[config.mk]
export PLATFORM = sky130hd
export DESIGN_NAME = board_renderer_flat
export DESIGN_NICKNAME = d
export VERILOG_FILES = /design/src/rtl/board_renderer_pkg.sv /design/src/rtl/board_renderer_if.sv /design/src/rtl/board_renderer_pixel_fifo.sv /design/src/rtl/board_renderer.sv /design/src/flat_wrapper.sv
export SDC_FILE = /design/constraint.sdc
export NUM_CORES = 1
export LEC_CHECK = 0
export BUFFER_PORTS_ARGS = -buffer_cell sky130_fd_sc_hd__buf_2
export CORE_UTILIZATION = 36
export CTS_CLUSTER_DIAMETER = 80
export DETAILED_ROUTE_END_ITERATION = 8
export PLACE_DENSITY = 0.61
export SYNTH_ARGS = -nofsm -noshare
export SYNTH_HDL_FRONTEND = slang
export SYNTH_SLANG_ARGS = --single-unit
[constraint.sdc]
create_clock -name clk -period 3 [get_ports clk]
set_input_delay 0.15 -clock clk [delete_from_list [all_inputs] [get_ports clk]]
set_output_delay 0.15 -clock clk [all_outputs]
set_load 0.1 [all_outputs]
[src/rtl/board_renderer_pkg.sv]
`default_nettype none
// ============================================================================
//  Module      : board_renderer_pkg
//  Description : Shared screen package for the board renderer: board geometry,
//                coordinate/color widths, glyph position type, FSM state type
//                and the pixel/tag records carried through the datapath.
//                The grid field of the tag record exists only when the
//                RENDER_GRID_EN macro is defined.
//  Revision    : 1.0 - initial release
// ============================================================================
package board_renderer_pkg;

  localparam int c_BOARD_DIM   = 9;
  localparam int c_CELL_COUNT  = 81;
  localparam int c_CELL_PX_DEF = 40;
  localparam int c_POS_W       = 6;
  localparam int c_COORD_W     = 9;
  localparam int c_COLOR_W     = 3;
  localparam int c_ADDR_W      = 7;
  localparam int c_DIGIT_W     = 4;
  localparam logic [2:0] c_GRID_COLOR = 3'b010;

  // Line/pixel position inside one glyph cell.
  typedef struct packed {
    logic [c_POS_W-1:0] line;
    logic [c_POS_W-1:0] pixel;
  } pos_t;

  typedef enum logic [2:0] {
    ST_IDLE  = 3'd0,
    ST_FETCH = 3'd1,
    ST_SCAN  = 3'd2,
    ST_DRAIN = 3'd3,
    ST_DONE  = 3'd4
  } state_t;

  // One finished pixel as held in the output buffer.
  typedef struct packed {
    logic [c_COORD_W-1:0] x;
    logic [c_COORD_W-1:0] y;
    logic [c_COLOR_W-1:0] color;
  } px_t;

  // Bookkeeping that travels alongside an outstanding glyph lookup.
  typedef struct packed {
    logic                 valid;
    logic [c_COORD_W-1:0] x;
    logic [c_COORD_W-1:0] y;
`ifdef RENDER_GRID_EN
    logic                 grid;
`endif
  } tag_t;

endpackage
`default_nettype wire

[src/rtl/board_renderer_if.sv]
`default_nettype none
// ============================================================================
//  Module      : board_renderer_if
//  Description : Bundle of the render control, board-memory, glyph-lookup and
//                pixel-stream signals. The renderer uses the master modport,
//                the surrounding system uses the slave modport.
//  Revision    : 1.0 - initial release
// ============================================================================
interface board_renderer_if;
  import board_renderer_pkg::*;

  logic                 start;
  logic                 busy;
  logic                 done;
  logic [c_ADDR_W-1:0]  cell_addr;
  logic [c_DIGIT_W-1:0] cell_digit;
  logic [c_DIGIT_W-1:0] glyph_digit;
  pos_t                 glyph_pos;
  logic [c_COLOR_W-1:0] glyph_color;
  logic                 px_valid;
  logic                 px_ready;
  logic [c_COORD_W-1:0] px_x;
  logic [c_COORD_W-1:0] px_y;
  logic [c_COLOR_W-1:0] px_color;

  modport master (
    input  start, cell_digit, glyph_color, px_ready,
    output busy, done, cell_addr, glyph_digit, glyph_pos,
           px_valid, px_x, px_y, px_color
  );

  modport slave (
    output start, cell_digit, glyph_color, px_ready,
    input  busy, done, cell_addr, glyph_digit, glyph_pos,
           px_valid, px_x, px_y, px_color
  );

endinterface
`default_nettype wire

[src/rtl/board_renderer_pixel_fifo.sv]
`default_nettype none
// ============================================================================
//  Module      : pixel_fifo
//  Description : Synchronous FIFO used as the renderer's pixel output buffer.
//                First-word-fall-through head, full/empty/count status.
//                A push on a full FIFO is accepted when a pop happens in the
//                same cycle, leaving occupancy unchanged.
//  Revision    : 1.0 - initial release
// ============================================================================
module pixel_fifo #(
  parameter int DEPTH = 4,
  parameter int WIDTH = 21,
  localparam int c_PTR_W = (DEPTH > 1) ? $clog2(DEPTH) : 1,
  localparam int c_CNT_W = $clog2(DEPTH + 1)
) (
  input  logic               clk,
  input  logic               rst,
  input  logic               i_push,
  input  logic [WIDTH-1:0]   i_data,
  input  logic               i_pop,
  output logic [WIDTH-1:0]   o_data,
  output logic               o_full,
  output logic               o_empty,
  output logic [c_CNT_W-1:0] o_count
);

  logic [WIDTH-1:0]   r_mem [DEPTH];
  logic [c_PTR_W-1:0] r_wr_ptr;
  logic [c_PTR_W-1:0] r_rd_ptr;
  logic [c_CNT_W-1:0] r_count;
  logic               w_do_push;
  logic               w_do_pop;

  function automatic logic [c_PTR_W-1:0] ptr_next(input logic [c_PTR_W-1:0] p);
    return (p == c_PTR_W'(DEPTH - 1)) ? '0 : p + 1'b1;
  endfunction

  assign o_full    = (r_count == c_CNT_W'(DEPTH));
  assign o_empty   = (r_count == '0);
  assign o_count   = r_count;
  assign o_data    = r_mem[r_rd_ptr];
  assign w_do_pop  = i_pop && !o_empty;
  assign w_do_push = i_push && (!o_full || w_do_pop);

  // Storage array; contents are don't-care while empty so no reset is needed.
  always_ff @(posedge clk) begin
    if (w_do_push) begin
      r_mem[r_wr_ptr] <= i_data;
    end
  end

  // Pointer and occupancy bookkeeping.
  always_ff @(posedge clk or posedge rst) begin
    if (rst) begin
      r_wr_ptr <= '0;
      r_rd_ptr <= '0;
      r_count  <= '0;
    end else begin
      if (w_do_push) r_wr_ptr <= ptr_next(r_wr_ptr);
      if (w_do_pop)  r_rd_ptr <= ptr_next(r_rd_ptr);
      case ({w_do_push, w_do_pop})
        2'b10:   r_count <= r_count + 1'b1;
        2'b01:   r_count <= r_count - 1'b1;
        default: r_count <= r_count;
      endcase
    end
  end

endmodule
`default_nettype wire

[src/rtl/board_renderer.sv]
`default_nettype none
// ============================================================================
//  Module      : board_renderer
//  Description : Renders a 9x9 digit board to a pixel stream. Each cell digit
//                is fetched from board memory, every glyph pixel is looked up
//                in a fixed-latency font ROM, and results are buffered in a
//                credit-controlled output FIFO drained by a valid/ready sink.
//                Optional feature macro: RENDER_GRID_EN (draws cell borders
//                on line 0 / pixel 0 of every cell in the grid color).
//  Revision    : 1.0 - initial release
// ============================================================================
module board_renderer
  import board_renderer_pkg::*;
#(
  parameter int FONT_LAT   = 2,
  parameter int CELL_PX    = c_CELL_PX_DEF,
  parameter int FIFO_DEPTH = FONT_LAT + 2
) (
  input  logic             clk,
  input  logic             rst,
  board_renderer_if.master bus
);

  localparam int c_CNT_W = $clog2(FIFO_DEPTH + 1);
  localparam logic [c_POS_W-1:0]   c_LAST_POS  = c_POS_W'(CELL_PX - 1);
  localparam logic [c_ADDR_W-1:0]  c_LAST_CELL = c_ADDR_W'(c_CELL_COUNT - 1);
  localparam logic [3:0]           c_LAST_COL  = 4'(c_BOARD_DIM - 1);
  localparam logic [c_COORD_W-1:0] c_CELL_STEP = c_COORD_W'(CELL_PX);

  state_t                r_state;
  state_t                w_state_nxt;
  logic [c_ADDR_W-1:0]   r_cell_idx;
  logic [3:0]            r_col;
  logic [c_COORD_W-1:0]  r_x_base;
  logic [c_COORD_W-1:0]  r_y_base;
  logic                  r_fetch_ph;
  logic [c_DIGIT_W-1:0]  r_digit;
  logic [c_POS_W-1:0]    r_line;
  logic [c_POS_W-1:0]    r_pix;
  tag_t                  r_tag [FONT_LAT];

  tag_t                  w_new_tag;
  px_t                   w_push_px;
  px_t                   w_head;
  logic                  w_issue;
  logic                  w_last_px;
  logic [7:0]            w_inflight;
  logic [7:0]            w_used;
  logic                  w_credit_ok;
  logic                  w_tags_empty;
  logic                  w_drain_done;
  logic                  w_push;
  logic                  w_pop;
  logic                  w_fifo_full;
  logic                  w_fifo_empty;
  logic [c_CNT_W-1:0]    w_fifo_count;

  // Count outstanding lookups still travelling through the tag pipeline.
  always_comb begin
    w_inflight = '0;
    for (int i = 0; i < FONT_LAT; i++) begin
      w_inflight = w_inflight + 8'(r_tag[i].valid);
    end
  end

  // A lookup may only be issued when a FIFO slot is guaranteed for its result.
  assign w_used       = w_inflight + 8'(w_fifo_count);
  assign w_credit_ok  = !w_fifo_full && (w_used < 8'(FIFO_DEPTH));
  assign w_tags_empty = (w_inflight == 8'd0);
  assign w_last_px    = (r_line == c_LAST_POS) && (r_pix == c_LAST_POS);
  assign w_pop        = !w_fifo_empty && bus.px_ready;
  // Leave DRAIN on the cycle the final pixel is accepted so done follows it directly.
  assign w_drain_done = w_tags_empty &&
                        (w_fifo_empty || ((w_fifo_count == c_CNT_W'(1)) && w_pop));

  // State register.
  always_ff @(posedge clk or posedge rst) begin
    if (rst) r_state <= ST_IDLE;
    else     r_state <= w_state_nxt;
  end

  // Next-state and lookup-issue decode.
  always_comb begin
    w_state_nxt = r_state;
    w_issue     = 1'b0;
    case (r_state)
      ST_IDLE:  if (bus.start) w_state_nxt = ST_FETCH;
      ST_FETCH: if (r_fetch_ph) w_state_nxt = ST_SCAN;
      ST_SCAN: begin
        if (w_credit_ok) begin
          w_issue = 1'b1;
          if (w_last_px) begin
            w_state_nxt = (r_cell_idx == c_LAST_CELL) ? ST_DRAIN : ST_FETCH;
          end
        end
      end
      ST_DRAIN: if (w_drain_done) w_state_nxt = ST_DONE;
      ST_DONE:  w_state_nxt = ST_IDLE;
      default:  w_state_nxt = ST_IDLE;
    endcase
  end

  // Cell walk, digit latch and line-major glyph scan counters.
  always_ff @(posedge clk or posedge rst) begin
    if (rst) begin
      r_cell_idx <= '0;
      r_col      <= '0;
      r_x_base   <= '0;
      r_y_base   <= '0;
      r_fetch_ph <= 1'b0;
      r_digit    <= '0;
      r_line     <= '0;
      r_pix      <= '0;
    end else begin
      case (r_state)
        ST_IDLE: begin
          if (bus.start) begin
            r_cell_idx <= '0;
            r_col      <= '0;
            r_x_base   <= '0;
            r_y_base   <= '0;
            r_fetch_ph <= 1'b0;
            r_line     <= '0;
            r_pix      <= '0;
          end
        end
        ST_FETCH: begin
          // Phase 0 presents the address, phase 1 captures the returned digit.
          r_fetch_ph <= ~r_fetch_ph;
          if (r_fetch_ph) r_digit <= bus.cell_digit;
        end
        ST_SCAN: begin
          if (w_issue) begin
            if (r_pix == c_LAST_POS) begin
              r_pix <= '0;
              if (r_line == c_LAST_POS) begin
                r_line <= '0;
                if (r_cell_idx != c_LAST_CELL) begin
                  r_cell_idx <= r_cell_idx + 1'b1;
                  if (r_col == c_LAST_COL) begin
                    r_col    <= '0;
                    r_x_base <= '0;
                    r_y_base <= r_y_base + c_CELL_STEP;
                  end else begin
                    r_col    <= r_col + 1'b1;
                    r_x_base <= r_x_base + c_CELL_STEP;
                  end
                end
              end else begin
                r_line <= r_line + 1'b1;
              end
            end else begin
              r_pix <= r_pix + 1'b1;
            end
          end
        end
        default: ;
      endcase
    end
  end

  // Tag for the lookup being issued this cycle.
  always_comb begin
    w_new_tag       = '0;
    w_new_tag.valid = w_issue;
    w_new_tag.x     = r_x_base + c_COORD_W'(r_pix);
    w_new_tag.y     = r_y_base + c_COORD_W'(r_line);
`ifdef RENDER_GRID_EN
    w_new_tag.grid  = (r_line == '0) || (r_pix == '0);
`endif
  end

  // Tag pipeline matching the font latency; reset drops all outstanding lookups.
  always_ff @(posedge clk or posedge rst) begin
    if (rst) begin
      for (int i = 0; i < FONT_LAT; i++) r_tag[i] <= '0;
    end else begin
      r_tag[0] <= w_new_tag;
      for (int i = 1; i < FONT_LAT; i++) r_tag[i] <= r_tag[i-1];
    end
  end

  // Join the emerging tag with the glyph color it was waiting for.
  always_comb begin
    w_push_px.x = r_tag[FONT_LAT-1].x;
    w_push_px.y = r_tag[FONT_LAT-1].y;
`ifdef RENDER_GRID_EN
    w_push_px.color = r_tag[FONT_LAT-1].grid ? c_GRID_COLOR : bus.glyph_color;
`else
    w_push_px.color = bus.glyph_color;
`endif
  end

  assign w_push = r_tag[FONT_LAT-1].valid;

  pixel_fifo #(
    .DEPTH (FIFO_DEPTH),
    .WIDTH ($bits(px_t))
  ) u_fifo (
    .clk     (clk),
    .rst     (rst),
    .i_push  (w_push),
    .i_data  (w_push_px),
    .i_pop   (w_pop),
    .o_data  (w_head),
    .o_full  (w_fifo_full),
    .o_empty (w_fifo_empty),
    .o_count (w_fifo_count)
  );

  assign bus.busy        = (r_state != ST_IDLE);
  assign bus.done        = (r_state == ST_DONE);
  assign bus.cell_addr   = r_cell_idx;
  assign bus.glyph_digit = r_digit;
  assign bus.glyph_pos   = '{line: r_line, pixel: r_pix};
  assign bus.px_valid    = !w_fifo_empty;
  assign bus.px_x        = w_head.x;
  assign bus.px_y        = w_head.y;
  assign bus.px_color    = w_head.color;

endmodule
`default_nettype wire

[src/flat_wrapper.sv]
// flat-port wrapper written by rule: the top's interface ports become plain ports
module board_renderer_flat import board_renderer_pkg::*;
#(
  parameter int FONT_LAT   = 2,
  parameter int CELL_PX    = c_CELL_PX_DEF,
  parameter int FIFO_DEPTH = FONT_LAT + 2
)
  (clk, rst, bus_start, bus_cell_digit, bus_glyph_color, bus_px_ready, bus_busy, bus_done, bus_cell_addr, bus_glyph_digit, bus_glyph_pos, bus_px_valid, bus_px_x, bus_px_y, bus_px_color);
  board_renderer_if bus_i ();
  input  logic clk;
  input  logic rst;
  input wire logic [$bits(bus_i.start)-1:0] bus_start;
  input wire logic [$bits(bus_i.cell_digit)-1:0] bus_cell_digit;
  input wire logic [$bits(bus_i.glyph_color)-1:0] bus_glyph_color;
  input wire logic [$bits(bus_i.px_ready)-1:0] bus_px_ready;
  output wire logic [$bits(bus_i.busy)-1:0] bus_busy;
  output wire logic [$bits(bus_i.done)-1:0] bus_done;
  output wire logic [$bits(bus_i.cell_addr)-1:0] bus_cell_addr;
  output wire logic [$bits(bus_i.glyph_digit)-1:0] bus_glyph_digit;
  output wire logic [$bits(bus_i.glyph_pos)-1:0] bus_glyph_pos;
  output wire logic [$bits(bus_i.px_valid)-1:0] bus_px_valid;
  output wire logic [$bits(bus_i.px_x)-1:0] bus_px_x;
  output wire logic [$bits(bus_i.px_y)-1:0] bus_px_y;
  output wire logic [$bits(bus_i.px_color)-1:0] bus_px_color;
  assign bus_i.start = bus_start;
  assign bus_i.cell_digit = bus_cell_digit;
  assign bus_i.glyph_color = bus_glyph_color;
  assign bus_i.px_ready = bus_px_ready;
  assign bus_busy = bus_i.busy;
  assign bus_done = bus_i.done;
  assign bus_cell_addr = bus_i.cell_addr;
  assign bus_glyph_digit = bus_i.glyph_digit;
  assign bus_glyph_pos = bus_i.glyph_pos;
  assign bus_px_valid = bus_i.px_valid;
  assign bus_px_x = bus_i.px_x;
  assign bus_px_y = bus_i.px_y;
  assign bus_px_color = bus_i.px_color;
  board_renderer #(.FONT_LAT(FONT_LAT), .CELL_PX(CELL_PX), .FIFO_DEPTH(FIFO_DEPTH)) u_core (.clk(clk), .rst(rst), .bus(bus_i));
endmodule
Yosys cells after proc, flatten, opt, wreduce, memory -nomap -nowiden
Memories as Yosys holds them, arrays and structs flattened.
Cells that the tools add are included.
{"block": "totals", "register_bits": 94, "ramBits": 84, "in_bits": 11, "out_inout_bits": 47, "wordCells": 135, "mem_count": 1}
{"name": "u_core.u_fifo.r_mem", "words": 4, "word_bits": 21, "read_ports": 1, "rd_clocked_by_memory_dff": 0, "wr": 1, "line": "board_renderer_pixel_fifo.sv:27", "rtl": "logic [WIDTH-1:0] r_mem [DEPTH];"}
{"block": "classes", "n_addsub": 14, "n_lt_le_gt_ge": 1, "eq_ne": 25, "n_mux": 50, "bitwise_logic": 1, "reduce_logical": 25}
{"op": "$mux W9", "n": 11}
{"op": "$mux W6", "n": 6}
{"op": "$pmux W9 S2", "n": 2}
{"op": "$mux W7", "n": 5}
{"op": "$mux W4", "n": 6}
{"op": "$pmux W6 S2", "n": 2}
{"op": "$add A9 B6 Y9", "n": 2}
{"op": "$add A9 B6 Y9 const B", "n": 2}
{"op": "$ne A2 B1 Y1 const B", "n": 9}
{"op": "$mux W3", "n": 5}
{"op": "$pmux W7 S2", "n": 1}
{"op": "$add A6 B1 Y6 const B", "n": 2}
{"op": "$eq A6 B6 Y1 const B", "n": 2}
{"op": "$pmux W3 S4", "n": 1}
{"op": "$add A8 B3 Y8", "n": 1}
{"op": "$logic_not A8 Y1", "n": 1}
{"op": "$lt A8 B3 Y1 const B", "n": 1}
{"op": "$pmux W4 S2", "n": 1}
{"op": "$add A7 B1 Y7 const B", "n": 1}
{"op": "$eq A7 B7 Y1 const B", "n": 1}
{"op": "$logic_and A1 B1 Y1", "n": 7}
{"op": "$ne A7 B7 Y1 const B", "n": 1}
{"op": "$reduce_and A7 Y1", "n": 1}
{"op": "$eq A2 B2 Y1 const B", "n": 3}
{"op": "26 further kinds", "n": 42}

Logic depth before layout (Yosys ltp)
Gate-level depths: netlist of the first run.
{"block": "depth", "depth_word": 8, "mapped_depth": 9, "mapped_depth_nobuf": 7}

Modules after synthesis
Synthesis of the first run repeated with hierarchy kept, for this count alone.
{"block": "unflattened", "cells_unflattened": 501, "hier_area_um2": 7248.2}
{"module": "board_renderer", "instances": 1, "cells_per_inst": 349, "area_per_inst_um2": 3757.4, "seq_area_each_um2": 2026.9}
{"module": "pixel_fifo", "instances": 1, "cells_per_inst": 152, "area_per_inst_um2": 3490.8, "seq_area_each_um2": 2697.6}

Worst setup path before layout of the first run
OpenSTA, ideal clock, no wires.
{"block": "synth_path", "kind": "register to output", "start": "reg u_core.r_state[1]", "end": "out bus_done", "arrival_time_ns": 2.775, "t_required_ns": 2.850, "path_slack_ns": 0.075, "stages_incl_launch_ff": 3, "n_path_buf": 1, "cell_sequence": "dfrtp_1 > buf_2 > nor3b_1"}
{"block": "synth_between", "elab_chain_cells": 1}
{"element": "start, declared", "line": "board_renderer.sv:30", "rtl": "state_t r_state;"}
{"element": "start signal, assigned", "line": "board_renderer.sv:79", "rtl": "else r_state <= w_state_nxt;"}
{"element": "$eq A3 B3 Y1", "line": "board_renderer.sv:212", "rtl": "assign bus.done = (r_state == ST_DONE);"}
{"element": "end, declared", "line": "flat_wrapper.sv:17", "rtl": "output wire logic [$bits(bus_i.done)-1:0] bus_done;"}
No other way between the ends.

Final worst setup path of the first run
{"block": "layout_path", "start": "reg u_core.r_tag (netlist bit u_core.w_push)", "end": "reg u_core.r_cell_idx[5] (netlist: u_core.bus.cell_addr[5])"}
{"block": "layout_between", "elab_chain_cells": 8}
{"element": "start, declared", "line": "board_renderer.sv:40", "rtl": "tag_t r_tag [FONT_LAT];"}
{"element": "$add A1 B1 Y2", "line": "board_renderer.sv:62", "rtl": "w_inflight = w_inflight + 8'(r_tag[i].valid);"}
{"element": "$add A8 B3 Y8", "line": "board_renderer.sv:67", "rtl": "assign w_used = w_inflight + 8'(w_fifo_count);"}
{"element": "$lt A8 B3 Y1", "line": "board_renderer.sv:68", "rtl": "assign w_credit_ok = !w_fifo_full && (w_used < 8'(FIFO_DEPTH));"}
{"element": "$logic_and A1 B1 Y1", "line": "board_renderer.sv:68"}
{"element": "$mux W1", "line": "board_renderer.sv:90", "rtl": "if (w_credit_ok) begin"}
{"element": "$mux W1", "line": "board_renderer.sv:86", "rtl": "case (r_state)"}
{"element": "$ne A2 B1 Y1 (no line)"}
{"element": "$reduce_and A6 Y1 (no line)"}
{"element": "end signal, assigned", "line": "board_renderer.sv:139", "rtl": "r_cell_idx <= r_cell_idx + 1'b1;"}
{"element": "end, declared", "line": "board_renderer.sv:32", "rtl": "logic [c_ADDR_W-1:0] r_cell_idx;"}
No other way between the ends.
A chain may end at the register's enable or synchronous reset.

==> results of run 1 <==
[per-stage QoR]
stage	utilization (%)	instance area, um^2	hold WS (ns)	worst slack (ns)
CTS	43.7	8560	0.0802	0.355
finish	43.7	8560	0.0961	0.349
floorplan	-	7250	0.249	0.0749
global route	43.7	8560	0.103	0.160
detailed placement	40.3	7900	0.267	0.391
global placement	40.3	7900	0.252	0.438
[worst reg2reg max path, cell delays in order, from the launching register on]
cell	delay [ns]
sky130_fd_sc_hd__dfrtp_1	0.48
sky130_fd_sc_hd__ha_1	0.25
sky130_fd_sc_hd__ha_1	0.31
sky130_fd_sc_hd__a311oi_1	0.39
sky130_fd_sc_hd__a21oi_2	0.11
sky130_fd_sc_hd__buf_4	0.18
sky130_fd_sc_hd__or3_1	0.38
sky130_fd_sc_hd__or3_1	0.31
sky130_fd_sc_hd__a21oi_1	0.17
[cell type report]
type	count	area (um^2)	share of cell area (%)
flip-flops and latches	172	4720	55.2
well taps	265	332	3.87
clock inverters	15	149	1.74
inverters	15	57.6	0.673
repair buffers	82	505	5.91
clock buffers	17	425	4.97
multi-input cells	297	2360	27.6
[routing by layer]
layer | part of all wire [%] | track usage [%]
met5 | 0 | 0
met4 | 0.88 | 4.82
met3 | 3.2 | 3.80
met2 | 51 | 25.6
met1 | 45 | 17.2
[flip-flops by register name (all words and copies together), names as in the netlist, 4 cells and up]
name / flops
u_core.r_x_base: 6
u_core.r_y_base: 6
u_core.u_fifo.r_mem: 84
u_core.r_tag: 37
u_core.r_pix: 6
u_core.bus.cell_addr: 7
u_core.bus.glyph_digit: 4
u_core.r_col: 4
u_core.r_line: 6
[cell families (layout without fill, tap and decap cells)]
family,Yosys count,in the layout,synth area share [%]
xor gates and xnor gates,16,16,1.93
adders and majority gates,28,28,4.84
and+or+nand+nor,117,117,9.24
other,1,2,0.0518
DFF,172,172,65.2
AOI/OAI and AO/OA,107,107,9.08
buffers and inverters,37,129,2.19
muxes,27,27,7.44
[worst max-delay path by stage]
stage,startpoint,endpoint,slack [ns],cells past startpoint
floorplan,u_core.r_state[1],bus_done,0.07,2
global placement,u_core.w_push,u_core.r_y_base[8],0.44,7
detailed placement,u_core.w_push,u_core.bus.cell_addr[5],0.39,8
CTS,u_core.w_push,u_core.bus.cell_addr[5],0.36,8
global route,u_core.w_push,u_core.r_y_base[3],0.16,6
finish,u_core.w_push,u_core.bus.cell_addr[5],0.35,8
[cell usage after synthesis (5+ instances only)]
cell	instances
sky130_fd_sc_hd__nand3_1	12
sky130_fd_sc_hd__dfrtp_1	88
sky130_fd_sc_hd__clkbuf_1	12
sky130_fd_sc_hd__o21ai_0	40
sky130_fd_sc_hd__nor2_1	16
sky130_fd_sc_hd__nor2b_1	7
sky130_fd_sc_hd__a21o_1	6
sky130_fd_sc_hd__xnor2_1	12
sky130_fd_sc_hd__nor3_1	7
sky130_fd_sc_hd__and2_1	5
sky130_fd_sc_hd__inv_1	15
sky130_fd_sc_hd__ha_1	28
sky130_fd_sc_hd__mux4_2	21
sky130_fd_sc_hd__or3_1	11
sky130_fd_sc_hd__a21oi_1	22
sky130_fd_sc_hd__a31oi_1	8
sky130_fd_sc_hd__nand2_1	27
sky130_fd_sc_hd__o31ai_1	7
sky130_fd_sc_hd__mux2_2	5
sky130_fd_sc_hd__edfxtp_1	84
[repair_timing]
item | in CTS | in global routing
hold buffers | 8 | 0
gates resized for setup | 0 | 0
endpoints found under the hold margin | 50 | 0
==> impl_metrics.xml, run 1 <==
<?xml version="1.0" encoding="UTF-8"?>
<metrics>
  <group name="outcome">
    <metric name="outcome" unit="">completed</metric>
  </group>
  <group name="setup_path">
    <metric name="path_cells" unit="">ha_1 -&gt; ha_1 -&gt; a311oi_1 -&gt; a21oi_2 -&gt; buf_4 -&gt; or3_1 -&gt; or3_1 -&gt; a21oi_1</metric>
    <metric name="timing.critical_path.arrival" unit="ns">3.00</metric>
    <metric name="regToRegSetupSlack" unit="ns">0.35</metric>
    <metric name="crit_path_top_delay_cell" unit="">sky130_fd_sc_hd__dfrtp_1</metric>
    <metric name="worst-endpoint-required" unit="ns">3.34</metric>
    <metric name="worstRegToRegCells" unit="">8</metric>
    <metric name="cp_max_fo" unit="">10</metric>
    <metric name="critical_path.startpoint_type" unit="">register</metric>
    <metric name="setup.worst_path.end_class" unit="">register</metric>
    <metric name="crit_path_max_incr_delay" unit="ns">0.48</metric>
    <metric name="worst_reg2reg_startpoint" unit="">u_core.w_push</metric>
    <metric name="cp_top_family" unit="">simple AND/OR/NAND/NOR gates</metric>
    <metric name="critical_path_buf_inv_count" unit="">1</metric>
    <metric name="setup.worst_path.class" unit="">reg2reg</metric>
    <metric name="reg2reg_to" unit="">u_core.bus.cell_addr[5]</metric>
  </group>
  <group name="placement">
    <metric name="place.gp.congestion" unit="">0.799</metric>
    <metric name="dp_hpwl" unit="um">9020</metric>
    <metric name="place.detailed.instances" unit="">823</metric>
    <metric name="numPortBuffers" unit="">57</metric>
  </group>
  <group name="finish">
    <metric name="final_layout_size_suffix_gt1_share" unit="%">23.7</metric>
    <metric name="diodes" unit="">0</metric>
    <metric name="areaGrowthSynthToFinish" unit="%">18.1</metric>
    <metric name="mostFrequentLayoutCell" unit="">sky130_fd_sc_hd__dfrtp_1</metric>
    <metric name="finalNonFillerCells" unit="">863</metric>
    <metric name="nNetsFinal" unit="">624</metric>
    <metric name="fill_cells" unit="">1766</metric>
    <metric name="layout_common_cells" unit="">sky130_fd_sc_hd__dfrtp_1 (88), sky130_fd_sc_hd__edfxtp_1 (84), sky130_fd_sc_hd__buf_2 (57)</metric>
  </group>
  <group name="clock_network">
    <metric name="cts_max_path_buffers" unit="">2</metric>
    <metric name="clock_tree.root_cell" unit="">sky130_fd_sc_hd__clkbuf_16</metric>
    <metric name="clkSlewWorstSetupHoldPaths" unit="ns">0.07</metric>
    <metric name="post-cts-setup-buffers" unit="">0</metric>
    <metric name="h-tree-depth" unit="">4</metric>
    <metric name="cts_tree" unit="">done</metric>
    <metric name="cts.sinks" unit="">172</metric>
    <metric name="worst_skew_pair.late_latency" unit="ns">0.43</metric>
    <metric name="number_of_buffers_added_by_the_clock_tree_synthesis_step" unit="">17</metric>
  </group>
  <group name="routing">
    <metric name="post-route-drc-count" unit="">0</metric>
    <metric name="wirelength" unit="um">13600</metric>
    <metric name="route.vias.total" unit="">4377</metric>
    <metric name="ant_nets" unit="">0</metric>
    <metric name="drt_first_pass_iters" unit="">4</metric>
    <metric name="drt-vias-per-instance" unit="">5.07</metric>
    <metric name="drt-initial-drc-count" unit="">273</metric>
    <metric name="wire_per_inst" unit="um">15.8</metric>
  </group>
  <group name="synthesis">
    <metric name="synthCells" unit="">505</metric>
    <metric name="netlist.area_leader.share" unit="%">34.8</metric>
    <metric name="ys_seq_elements" unit="">172</metric>
    <metric name="synth.cell_area" unit="mm^2">0.00724</metric>
    <metric name="synth_edf_count" unit="">84</metric>
    <metric name="yosysWarnings" unit="">0</metric>
    <metric name="synth_async_sr_flop_share" unit="%">51.2</metric>
    <metric name="synthesis.area_per_instance" unit="um^2">14.3</metric>
    <metric name="synth_top_cell_by_area" unit="">sky130_fd_sc_hd__edfxtp_1</metric>
    <metric name="post_synth_num_cell_types" unit="">57</metric>
    <metric name="synth-seq-area-share" unit="%">65.2</metric>
    <metric name="ys.flop_type" unit="">sky130_fd_sc_hd__dfrtp_1</metric>
    <metric name="post_synth_main_area_contributors" unit="">sky130_fd_sc_hd__edfxtp_1 (35%), sky130_fd_sc_hd__dfrtp_1 (30%), sky130_fd_sc_hd__mux4_2 (6.5%)</metric>
  </group>
  <group name="flow_run">
    <metric name="timing.max_cap.violations" unit="">0</metric>
  </group>
  <group name="grt">
    <metric name="grt.total_usage" unit="%">14.5</metric>
    <metric name="grt_start_max_net_pins" unit="">55</metric>
    <metric name="first_global_vias" unit="">4595</metric>
    <metric name="grt.overflow.total" unit="">0</metric>
    <metric name="grt_antenna_before_repair" unit="">0</metric>
    <metric name="first_pass_grt_wire_length" unit="um">22700</metric>
  </group>
  <group name="floorplan">
    <metric name="fp.dieArea" unit="mm^2">0.0207</metric>
    <metric name="core_area" unit="mm^2">0.0196</metric>
    <metric name="die_h" unit="um">144</metric>
    <metric name="fp-row-count" unit="">51</metric>
    <metric name="die_w" unit="um">144</metric>
    <metric name="pin_count" unit="">58</metric>
    <metric name="effective_utilization_at_floorplan" unit="%">37.0</metric>
  </group>
  <group name="worst_hold_path">
    <metric name="hold_path.startpoint" unit="">bus_start</metric>
    <metric name="hold_path_end" unit="">u_core.r_fetch_ph</metric>
    <metric name="holdCritPathClass" unit="">in2reg</metric>
    <metric name="hold_depth" unit="">4</metric>
  </group>
  <group name="timing">
    <metric name="max-slew-margin-rel" unit="%">49.6</metric>
    <metric name="post-route-min-period" unit="ns">2.65</metric>
    <metric name="rsz0062_at_grt" unit="">false</metric>
    <metric name="finalSetupTns" unit="ns">0</metric>
    <metric name="max_clock_freq" unit="GHz">0.377</metric>
    <metric name="setup_viol_count_final" unit="">0</metric>
    <metric name="min_period_over_period" unit="%">88.4</metric>
    <metric name="final_max_slew_viol_count" unit="">0</metric>
    <metric name="timing_hold_violations_final" unit="">0</metric>
    <metric name="worst-slew-pin-transition" unit="ns">0.752</metric>
    <metric name="final.setup_skew" unit="ns">0.00880</metric>
  </group>
</metrics>
Power of run 1 is not shown: default switching activity piles up to over one toggle a cycle in this logic, so the estimate is an artifact.
==> run 2, diff against run 1 <==
Settings changed: SYNTH_HIERARCHICAL set to 1.
==> run 2 against run 1 <==
Net effect:
- register-to-register slack improved by 0.09 ns
- critical path depth did not move
- first-iteration DRC count rose by 37%
- wire length rose by 2.6%
- final area fell by 1.5%
- die area barely moved
- global-route usage rose by 0.59 points
- largest cell class unchanged
- highest routed layer unchanged
==> impl_metrics.xml, run 2 <==
<?xml version="1.0" encoding="UTF-8"?>
<metrics>
  <group name="outcome">
    <metric name="outcome" unit="">completed</metric>
  </group>
  <group name="finish">
    <metric name="nNetsFinal" unit="">607</metric>
    <metric name="final_layout_size_suffix_gt1_share" unit="%">23.0</metric>
    <metric name="finalNonFillerCells" unit="">848</metric>
    <metric name="layout_common_cells" unit="">sky130_fd_sc_hd__dfrtp_1 (88), sky130_fd_sc_hd__edfxtp_1 (84), sky130_fd_sc_hd__buf_2 (57)</metric>
    <metric name="diodes" unit="">0</metric>
    <metric name="areaGrowthSynthToFinish" unit="%">16.3</metric>
    <metric name="final_design_area_no_fill" unit="mm^2">0.00843</metric>
    <metric name="fill_cells" unit="">1791</metric>
    <metric name="mostFrequentLayoutCell" unit="">sky130_fd_sc_hd__dfrtp_1</metric>
    <metric name="largest_register_ffs" unit="">84</metric>
    <metric name="largest-register" unit="">u_core/u_fifo/r_mem</metric>
  </group>
  <group name="timing">
    <metric name="post-route-min-period" unit="ns">2.56</metric>
    <metric name="setup_viol_count_final" unit="">0</metric>
    <metric name="timing_hold_violations_final" unit="">0</metric>
    <metric name="hold_slack" unit="ns">0.0368</metric>
    <metric name="final_max_slew_viol_count" unit="">0</metric>
    <metric name="worst-slew-pin-transition" unit="ns">0.854</metric>
    <metric name="min_period_over_period" unit="%">85.4</metric>
    <metric name="final.setup_skew" unit="ns">0.00660</metric>
    <metric name="max-slew-margin-rel" unit="%">43.0</metric>
    <metric name="finalSetupTns" unit="ns">0</metric>
    <metric name="rsz0062_at_grt" unit="">false</metric>
    <metric name="max_clock_freq" unit="GHz">0.390</metric>
  </group>
  <group name="clock_network">
    <metric name="clkSlewWorstSetupHoldPaths" unit="ns">0.06</metric>
    <metric name="post-cts-setup-buffers" unit="">0</metric>
    <metric name="clock_tree.root_cell" unit="">sky130_fd_sc_hd__clkbuf_16</metric>
    <metric name="h-tree-depth" unit="">4</metric>
    <metric name="cts.sinks" unit="">172</metric>
    <metric name="worst_skew_pair.late_latency" unit="ns">0.42</metric>
    <metric name="number_of_buffers_added_by_the_clock_tree_synthesis_step" unit="">17</metric>
    <metric name="cts_max_path_buffers" unit="">2</metric>
    <metric name="cts_tree" unit="">done</metric>
    <metric name="cts-resized-gates" unit="">0</metric>
  </group>
  <group name="synthesis">
    <metric name="synth-seq-area-share" unit="%">65.2</metric>
    <metric name="synth_edf_count" unit="">84</metric>
    <metric name="synthCells" unit="">501</metric>
    <metric name="post_synth_main_area_contributors" unit="">sky130_fd_sc_hd__edfxtp_1 (35%), sky130_fd_sc_hd__dfrtp_1 (30%), sky130_fd_sc_hd__mux4_2 (6.5%)</metric>
    <metric name="ys.flop_type" unit="">sky130_fd_sc_hd__dfrtp_1</metric>
    <metric name="synth.most_common_cell" unit="">sky130_fd_sc_hd__dfrtp_1</metric>
    <metric name="ys_seq_elements" unit="">172</metric>
    <metric name="netlist.area_leader.share" unit="%">34.8</metric>
    <metric name="synthesis.area_per_instance" unit="um^2">14.5</metric>
    <metric name="yosysWarnings" unit="">6</metric>
    <metric name="post_synth_num_cell_types" unit="">64</metric>
    <metric name="synth_commonest_cells" unit="">sky130_fd_sc_hd__dfrtp_1 (88), sky130_fd_sc_hd__edfxtp_1 (84), sky130_fd_sc_hd__nand2_1 (36)</metric>
    <metric name="synth_async_sr_flop_share" unit="%">51.2</metric>
    <metric name="synth_top_cell_by_area" unit="">sky130_fd_sc_hd__edfxtp_1</metric>
    <metric name="synth.cell_area" unit="mm^2">0.00725</metric>
  </group>
  <group name="setup_path">
    <metric name="setup.worst_path.class" unit="">reg2reg</metric>
    <metric name="crit_path_max_incr_delay" unit="ns">0.68</metric>
    <metric name="setup.worst_path.end_class" unit="">register</metric>
    <metric name="cp_max_fo" unit="">23</metric>
    <metric name="cp.depth" unit="">8</metric>
    <metric name="reg2reg_to" unit="">u_core/bus.cell_addr[0]</metric>
    <metric name="crit_path_top_delay_cell" unit="">sky130_fd_sc_hd__nor2_2</metric>
    <metric name="timing.critical_path.arrival" unit="ns">2.90</metric>
    <metric name="worst-endpoint-required" unit="ns">3.34</metric>
    <metric name="cp_top_family" unit="">simple AND/OR/NAND/NOR gates</metric>
    <metric name="worstRegToRegCells" unit="">8</metric>
    <metric name="worst_reg2reg_startpoint" unit="">u_core/u_fifo/o_count[0]</metric>
    <metric name="path_cells" unit="">or3b_1 -&gt; inv_1 -&gt; nor3_1 -&gt; nand3_2 -&gt; inv_2 -&gt; nor2_2 -&gt; nor2_1 -&gt; o21ai_0</metric>
    <metric name="critical_path_buf_inv_count" unit="">2</metric>
    <metric name="regToRegSetupSlack" unit="ns">0.44</metric>
    <metric name="critical_path.startpoint_type" unit="">register</metric>
  </group>
  <group name="routing">
    <metric name="ant_nets" unit="">0</metric>
    <metric name="drt-vias-per-instance" unit="">5.00</metric>
    <metric name="wirelength" unit="um">14000</metric>
    <metric name="drt_first_pass_iters" unit="">5</metric>
    <metric name="wire_per_inst" unit="um">16.5</metric>
    <metric name="route.vias.total" unit="">4240</metric>
    <metric name="drt-initial-drc-count" unit="">374</metric>
    <metric name="post-route-drc-count" unit="">0</metric>
  </group>
  <group name="floorplan">
    <metric name="fp.dieArea" unit="mm^2">0.0207</metric>
    <metric name="die_h" unit="um">144</metric>
    <metric name="core_area" unit="mm^2">0.0196</metric>
    <metric name="die_w" unit="um">144</metric>
    <metric name="effective_utilization_at_floorplan" unit="%">37.0</metric>
    <metric name="fp-row-count" unit="">51</metric>
    <metric name="pin_count" unit="">58</metric>
  </group>
  <group name="worst_hold_path">
    <metric name="hold_path_end" unit="">u_core/r_fetch_ph</metric>
    <metric name="hold_path.startpoint" unit="">bus_start</metric>
    <metric name="holdCritPathClass" unit="">in2reg</metric>
    <metric name="hold_depth" unit="">4</metric>
  </group>
  <group name="placement">
    <metric name="place.detailed.instances" unit="">808</metric>
    <metric name="instance_area_after_placement" unit="mm^2">0.00779</metric>
    <metric name="numPortBuffers" unit="">57</metric>
    <metric name="place.gp.congestion" unit="">0.897</metric>
    <metric name="dp_hpwl" unit="um">9330</metric>
  </group>
  <group name="pwr">
    <metric name="switching_power_share_of_the_total" unit="%">45.2</metric>
    <metric name="power_switching" unit="mW">4.13</metric>
    <metric name="leakage" unit="nW">3.45</metric>
    <metric name="max-vdd-ir-drop" unit="V">0.000895</metric>
    <metric name="power.share.sequential" unit="%">35.9</metric>
    <metric name="pwr_density_cell" unit="mW/mm^2">1080</metric>
    <metric name="logic_pwr_share" unit="%">41.5</metric>
    <metric name="power_report.internal_total" unit="mW">4.99</metric>
    <metric name="power.clock.fraction" unit="%">22.5</metric>
  </group>
  <group name="flow_run">
    <metric name="timing.max_cap.violations" unit="">0</metric>
  </group>
  <group name="grt">
    <metric name="first_global_vias" unit="">4421</metric>
    <metric name="grt.overflow.total" unit="">0</metric>
    <metric name="grt.total_usage" unit="%">15.1</metric>
    <metric name="grt_antenna_before_repair" unit="">0</metric>
    <metric name="grt_start_max_net_pins" unit="">42</metric>
    <metric name="first_pass_grt_wire_length" unit="um">23100</metric>
  </group>
</metrics>
-- run 2: cell count changes after synthesis, sizes merged, moves of 5 or more --
cell / before / now
clkbuf: 12 / 4
nand2: 27 / 36
and2: 5 / 10
buf: 10 / 18
inv: 15 / 26
or3: 11 / 1
o21ai: 44 / 23
-- run 2: cells by family (layout without fill, tap and decap cells) --
kind of cell / count (synthesis) / count (layout) / share of synthesized area, %
xor gates and xnor gates: 18 / 18 / 2.18
AOI/OAI and AO/OA: 79 / 79 / 6.89
and+or+nand+nor: 122 / 122 / 9.30
adders and majority gates: 26 / 26 / 4.59
buffers and inverters: 48 / 129 / 3.09
muxes: 35 / 35 / 8.72
DFF: 172 / 172 / 65.2
other: 1 / 2 / 0.0517
-- run 2: layout make-up --
| class | instances | area (um^2) | area share [%] |
|---|---|---|---|
| clock buffer | 21 | 483 | 5.73 |
| clock inverter | 11 | 81.3 | 0.964 |
| timing repair buffer | 71 | 410 | 4.87 |
| tap | 265 | 332 | 3.93 |
| sequential | 172 | 4720 | 56.0 |
| inverter | 26 | 98.8 | 1.17 |
| multi-input combinational | 282 | 2300 | 27.3 |
-- run 2: what timing repair did --
item | CTS | global route
hold buffers | 8 | 0
endpoints found under the setup margin | 0 | 0
endpoints found under the hold margin | 62 | 0
-- run 2: worst max path at each step --
stage / startpoint / end
5_1_grt: u_core/bus.cell_addr[0] / u_core/bus.cell_addr[0]
3_3_place_gp: u_core/u_fifo/o_count[0] / u_core/r_col[3]
2_1_floorplan: u_core/r_state[0] / bus_done
4_1_cts: u_core/u_fifo/o_count[0] / u_core/bus.cell_addr[0]
3_5_place_dp: u_core/u_fifo/o_count[0] / u_core/r_col[3]
6_report: u_core/u_fifo/o_count[0] / u_core/bus.cell_addr[0]
-- run 2: metal layers --
layer	global-route usage [%]	vias up	wire length (um)
met4	5.99	0	223
met2	25.0	131	7010
li1	-	1989	-
met1	18.7	2101	6020
met3	4.23	19	746
met5	0	-	0
-- run 2: through the flow --
step	setup WS, ns	power [mW]	utilization, %
finish	0.437	9.12	43.0
CTS	0.461	9.23	43.0
global route	0.178	9.58	43.0
floorplan	0.120	6.49	-
global placement	0.610	7.07	39.8
detailed placement	0.484	7.14	39.8
-- run 2: worst reg2reg max path: stages (launching register included) --
cell,delay [ns]
sky130_fd_sc_hd__dfrtp_1,0.44
sky130_fd_sc_hd__or3b_1,0.43
sky130_fd_sc_hd__inv_1,0.07
sky130_fd_sc_hd__nor3_1,0.06
sky130_fd_sc_hd__nand3_2,0.15
sky130_fd_sc_hd__inv_2,0.09
sky130_fd_sc_hd__nor2_2,0.68
sky130_fd_sc_hd__nor2_1,0.31
sky130_fd_sc_hd__o21ai_0,0.25
-- run 2: power by group through the flow --
stage          Combinational, mW  Sequential (mW)  Clock (mW)
2_1_floorplan               2.90             3.59           0
3_3_place_gp                3.78             3.29           0
3_5_place_dp                3.82             3.32           0
4_1_cts                     3.83             3.28        2.12
5_1_grt                     4.04             3.34        2.20
6_report                    3.79             3.28        2.06
Note: power is estimated with default switching activity, not from simulation.
